--- src/rtl/byte_packer.sv ---
// Purpose : packs a ready/valid byte stream into N_BYTES-wide words, byte lane k = bits [8k+7:8k].
// Latency : 1 cycle from the completing byte's handshake to io_out_valid.
// Backpr. : one registered output word. io_in_ready drops while that word is stalled,
//           and assembly holds until the word drains. A drain and a new completion on the
//           same edge give back-to-back words with no bubble.
// Ports   : clock/reset (async, active-low); io_in_{valid,ready,bits,last} byte side;
//           io_out_{valid,ready,bits,mask} word side; io_offset = lane of the next accepted byte.
module byte_packer #(
    parameter  int N_BYTES = 4,
    localparam int OFFW    = (N_BYTES > 1) ? $clog2(N_BYTES) : 1,
    localparam int DW      = 8 * N_BYTES
) (
    input  logic              clock,
    input  logic              reset,
    input  logic              io_in_valid,
    output logic              io_in_ready,
    input  logic [7:0]        io_in_bits,
    input  logic              io_in_last,
    output logic              io_out_valid,
    input  logic              io_out_ready,
    output logic [DW-1:0]     io_out_bits,
    output logic [N_BYTES-1:0] io_out_mask,
    output logic [OFFW-1:0]   io_offset
);

    // Assembly register: the word being built
    logic [DW-1:0]      acc_q, acc_d;
    logic [N_BYTES-1:0] amask_q, amask_d;
    logic [OFFW-1:0]    cnt_q, cnt_d;

    // Output register: the finished word offered downstream
    logic [DW-1:0]      obits_q, obits_d;
    logic [N_BYTES-1:0] omask_q, omask_d;
    logic               ovalid_q, ovalid_d;

    logic               in_ready;
    logic               accept;
    logic               complete;
    logic [DW-1:0]      merged_bits;
    logic [N_BYTES-1:0] merged_mask;

    // Depends only on the output register and io_out_ready.
    // There is no combinational path from io_in_* to io_in_ready.
    assign in_ready = !ovalid_q || io_out_ready;

    always_comb begin
        accept   = io_in_valid && in_ready;
        complete = accept && ((cnt_q == OFFW'(N_BYTES - 1)) || io_in_last);

        // The assembly word with the incoming byte dropped into lane cnt
        merged_bits = acc_q;
        merged_mask = amask_q;
        for (int k = 0; k < N_BYTES; k++) begin
            if (cnt_q == OFFW'(k)) begin
                merged_bits[8*k +: 8] = io_in_bits;
                merged_mask[k]        = 1'b1;
            end
        end

        acc_d    = acc_q;
        amask_d  = amask_q;
        cnt_d    = cnt_q;
        obits_d  = obits_q;
        omask_d  = omask_q;
        ovalid_d = ovalid_q;

        if (ovalid_q && io_out_ready) begin
            ovalid_d = 1'b0;
        end

        if (accept) begin
            if (complete) begin
                // A completion in the same cycle as a drain overrides the clear above.
                obits_d  = merged_bits;
                omask_d  = merged_mask;
                ovalid_d = 1'b1;
                // Clearing acc here keeps unwritten lanes of the next word at zero.
                acc_d    = '0;
                amask_d  = '0;
                cnt_d    = '0;
            end else begin
                acc_d    = merged_bits;
                amask_d  = merged_mask;
                cnt_d    = cnt_q + OFFW'(1);
            end
        end
    end

    always_ff @(posedge clock or negedge reset) begin
        if (!reset) begin
            acc_q    <= '0;
            amask_q  <= '0;
            cnt_q    <= '0;
            obits_q  <= '0;
            omask_q  <= '0;
            ovalid_q <= 1'b0;
        end else begin
            acc_q    <= acc_d;
            amask_q  <= amask_d;
            cnt_q    <= cnt_d;
            obits_q  <= obits_d;
            omask_q  <= omask_d;
            ovalid_q <= ovalid_d;
        end
    end

    assign io_in_ready  = in_ready;
    assign io_out_valid = ovalid_q;
    assign io_out_bits  = obits_q;
    assign io_out_mask  = omask_q;
    assign io_offset    = cnt_q;

endmodule

--- config.mk ---
export PLATFORM = sky130hd
export DESIGN_NAME = byte_packer
export DESIGN_NICKNAME = d
export VERILOG_FILES = /design/src/rtl/byte_packer.sv
export SDC_FILE = /design/constraint.sdc
export NUM_CORES = 1
export LEC_CHECK = 0
export ABC_AREA = 1
export CORE_MARGIN = 2
export CORE_UTILIZATION = 45
export CTS_BUF_LIST = sky130_fd_sc_hd__clkbuf_2 sky130_fd_sc_hd__clkbuf_4 sky130_fd_sc_hd__clkbuf_8
export DETAILED_ROUTE_END_ITERATION = 16
export PLACE_DENSITY_LB_ADDON = 0.2
export REMOVE_ABC_BUFFERS = 1
export SLEW_MARGIN = 20
export SYNTH_ARGS = -nofsm -noshare
export SYNTH_HDL_FRONTEND = slang
export SYNTH_SLANG_ARGS = --single-unit
--- constraint.sdc ---
create_clock -name clock -period 2.85 [get_ports clock]
set_clock_uncertainty 0.2 [all_clocks]
set_input_delay 0.855 -clock clock [delete_from_list [all_inputs] [get_ports clock]]
set_output_delay 0.855 -clock clock [all_outputs]
set_load 0.02 [all_outputs]
* Word-level counts from Yosys, hierarchy flattened *
Cells that the tools add are included.

storage, ports and cells
  register bits after elaboration = 75
  word-level logic and storage cells = 32
  input bits = 13

cells by class
  eq/ne operators = 3
  add/subtract/negate cells = 1
  muxes and demuxes = 14
  reduce and logical (&&, ||, !) cells = 8

operators with widths
  kind                                                             count
  32-bit 2-to-1 mux                                                1
  8-bit 2-to-1 mux                                                 4
  1-bit 2-to-1 mux                                                 7
  2-bit == test, second input constant                             2
  4-bit 2-to-1 mux                                                 1
  1-bit logical AND                                                3
  2-bit by 1-bit adder with 2-bit output, second input constant    1
  2-bit by 1-bit == test with 1-bit output, second input constant  1
  2-bit zero test                                                  1
  1-bit logical OR                                                 2
  2-bit 2-to-1 mux                                                 1
  2-bit AND reduction                                              1
  1-bit zero test                                                  1

* Depth between registers and ports, before layout *
Gate-level depths: netlist of run 1.

  word-level depth = 6
  mapped depth = 9

* Worst setup path before layout of run 1 *
No wires, ideal clock.

  kind = input -> output
  from = in io_out_ready
  to = out io_in_ready
  stages on the path = 2
  setup slack = 0.677 ns
  data required time = 1.795 ns
  arrival = 1.118 ns
  path through = inv_1 nand2_1

on the way
  word-level cells in the longest chain between the ends = 1

ends and longest elaborated chain
  element           line  RTL
  start, declared   20    input logic io_out_ready,
  1-bit logical OR  44    assign in_ready = !ovalid_q || io_out_ready;
  end, declared     16    output logic io_in_ready,

No other way between the ends.

* Worst setup path in the final report of run 1 *
Same ends and word-level chain as after synthesis.

==> results of run 1 <==
## flip-flops by register name, summed over array words and instances (netlist names)
signal        cells
amask_q           4
acc_q            32
io_offset         2
io_out_mask       4
io_out_bits      32
io_out_valid      1
## worst max-delay path: cells and delay by family
family / cells / cell delay [ns]
buffers and inverters: 3 / 0.84
AND/OR/NAND/NOR: 1 / 0.07
## final cells by class
cell class | count | area, um^2 | share of cell area (%)
Multi-Input combinational cell | 314 | 1340 | 31.4
Tap cell | 99 | 124 | 2.91
Timing Repair Buffer | 60 | 602 | 14.1
Inverter | 19 | 73.8 | 1.73
Sequential cell | 75 | 1880 | 44.1
Clock inverter | 5 | 100 | 2.35
Clock buffer | 11 | 145 | 3.41
## report_power, final
| group | total [mW] | internal (mW) | switching, mW |
|---|---|---|---|
| registers | 1.36 | 1.25 | 0.108 |
| logic | 0.988 | 0.405 | 0.583 |
| clock network | 1.00 | 0.613 | 0.391 |
| total | 3.35 | 2.27 | 1.08 |
## path summary, 6_finish.rpt
path | slack [ns] | from | end | cells past startpoint
worst max-delay path | 0.03 | io_out_ready | io_in_ready | 4
worst min register to register | 0.26 | amask_q[3]$_DFFE_PN0P_ | amask_q[3]$_DFFE_PN0P_ | 2
worst min-delay path | 0.26 | reset | io_out_mask[1]$_DFFE_PN0P_ | 1
max in group asynchronous | 1.61 | reset | acc_q[18]$_DFFE_PN0P_ | 2
worst max register to register | 0.60 | io_offset[0]$_DFFE_PN0P_ | acc_q[18]$_DFFE_PN0P_ | 6
min in group clock | 0.26 | amask_q[3]$_DFFE_PN0P_ | amask_q[3]$_DFFE_PN0P_ | 2
## per-stage QoR
step / util [%] / setup TNS, ns / hold slack [ns]
after floorplan: - / -51.64 / 0.228
after global placement: 54.5 / -0.224 / 0.241
after detailed placement: 54.5 / -0.233 / 0.248
after CTS: 57.8 / 0 / 0.267
after global routing: 57.8 / 0 / 0.283
final: 57.8 / 0 / 0.256
## logic make-up (layout without fill, tap and decap cells)
| logic type | after synthesis | count (layout) | synth area share (%) |
|---|---|---|---|
| simple gates | 309 | 309 | 36.8 |
| compound gates | 1 | 1 | 0.144 |
| flops | 75 | 75 | 54.2 |
| fa+ha+maj | 4 | 4 | 1.45 |
| buf+inv | 44 | 95 | 7.44 |
## timing repair
action	in CTS	in global routing
hold endpoints to repair	0	0
hold buffers	0	0
resized for setup	1	0
endpoints found under the setup margin	1	0
## metal layers
| layer | GRT usage (%) | vias to the layer above | share of wire, % |
|---|---|---|---|
| li1 | - | 1431 | - |
| met1 | 27.9 | 1368 | 47 |
| met4 | 8.58 | 0 | 1.5 |
| met3 | 2.79 | 12 | 4.8 |
| met2 | 31.9 | 81 | 46 |
| met5 | 0 | - | 0 |
## cell usage after synthesis (all sizes together)
library cell,n
ha,4
or2,4
nand3,66
dfrtp,75
buf,24
inv,19
a21oi,1
nand2,239
clkbuf,1
==> impl_results.md, run 1 <==
- Outcome: finished, final reports clean
- Critical path launch point type: input pin
- Crit-path max cell delay: 0.46 ns
- Critical Path End Type: primary output
- Starting Density: a little under half
- PortBufs: 52
- ANT nets after route: 0
- 1st-iter DRT viols: roughly 210
- # fillers: 681
- Max_cap viols: 0
- Fin. Hold Viols: 0
- Worst-path clk slew: approximately 0.07 ns
- CP Max Fanout: 2
- Top-area cell type share of the netlist area: about 54%
- Final instance area: around 4300 um^2
- Post-route insts no fill: just under 600
- Setup violations, final: 0
- Total power: approximately 3.4 mW
- Pleak: between 2 and 2.5 nW
- WL per Instance: about 14 um
- Total Wirelength: 7930 um
- CTS tree: done
- PD cells: a little under 800 nW/um^2
- Via count: 2,892
- Post-synthesis cell area: approximately 3500 um^2
- Fin nets: approximately 500
- RSZ-0062 raised after global routing: false
- Die W: just over 90 um
- Worst Tran Pin Value: around 0.55 ns
- CP cell instances: clkdlybuf4s50_1 > inv_1 > nand2_1 > dlygate4sd2_1
- Hpwl dp: just under 5000 um
- WP data required: 1.80 ns
- CTS sink count: 75
- Total track usage: roughly a fifth
- VDD IR max: between 0.4 and 0.5 mV
- Largest area contributor in the netlist: dfrtp_1
- Post CTS Setup Buffer Count: 0
- Initial antenna violation count: 0
- Fin crit period: approximately 2.8 ns
- Post-route setup slack: 0.0315 ns
- Vias in the first global route: 2,839
- Gp weighted congestion: a little under 0.8
- Row Count: 31
- Post-DP Area: ~4000 um^2
- Sequential cell area fraction in the yosys report: approximately 54%
- Global route overflow: 0
- Share of cells above drive strength 1: roughly 7%
- Cts bufs inserted: 9
- Avg Cell Area, Syn: ~8 um^2
- Max Transition Viols Final: 0
- Area of the core: roughly 7400 um^2
- Post-Synthesis Cells: 433
- Via density: between 4 and 5
- HP Class: input pin to async pin
- Placed cells: about 570
- H-tree levels: 3
- Residual DRC: 0
- Period utilization: between 90% and 100%
- Most frequent cells in the layout: 238 x nand2_1, 75 x dfrtp_1, 65 x nand3_1
- Ant diodes: 0
- CP Data Arrival Time: between 1.5 and 2 ns
- Dominant cells by area after synthesis: dfrtp_1 54%, nand2_1 26%, nand3_1 9.4%
- Largest net degree at the start of global routing: 66
- Critical path class: input pin to primary output
- Synth Warn #: 0
- Pre-CTS setup slack: -0.233 ns
- IO Pins: 53
- Worst path slowest cell: clkdlybuf4s50_1
- Post-synth cell types: 15
- Most common cell after layout, fill and taps aside: nand2_1
- Area added between synthesis and finish: 23.1%
- Max Root-Sink Buffers: 2
- Die Y: between 90 and 100 um
- Drt pass-1 iters: 4
- Skew-Pair Late Insertion Delay: ~0.34 ns
- Synth Register Bits: 75
- Root Driver: clkbuf_8
- First-pass GRT wire length: between 10,000 and 15,000 um
- DIE AREA: about 8400 um^2
- Max frequency: approximately 0.35 GHz
- Max_slew headroom: between 60% and 70%
Note: power is estimated with default switching activity, not from simulation.
==> run 2, diff against run 1 <==
--- a/config.mk
+++ b/config.mk
@@ -10,6 +10,7 @@
 export CORE_UTILIZATION = 45
 export CTS_BUF_LIST = sky130_fd_sc_hd__clkbuf_2 sky130_fd_sc_hd__clkbuf_4 sky130_fd_sc_hd__clkbuf_8
 export DETAILED_ROUTE_END_ITERATION = 16
+export GPL_ROUTABILITY_DRIVEN = 1
 export PLACE_DENSITY_LB_ADDON = 0.2
 export REMOVE_ABC_BUFFERS = 1
 export SLEW_MARGIN = 20
==> results of run 2 <==
The final DEF is identical to that of run 1; final timing and power are the same.
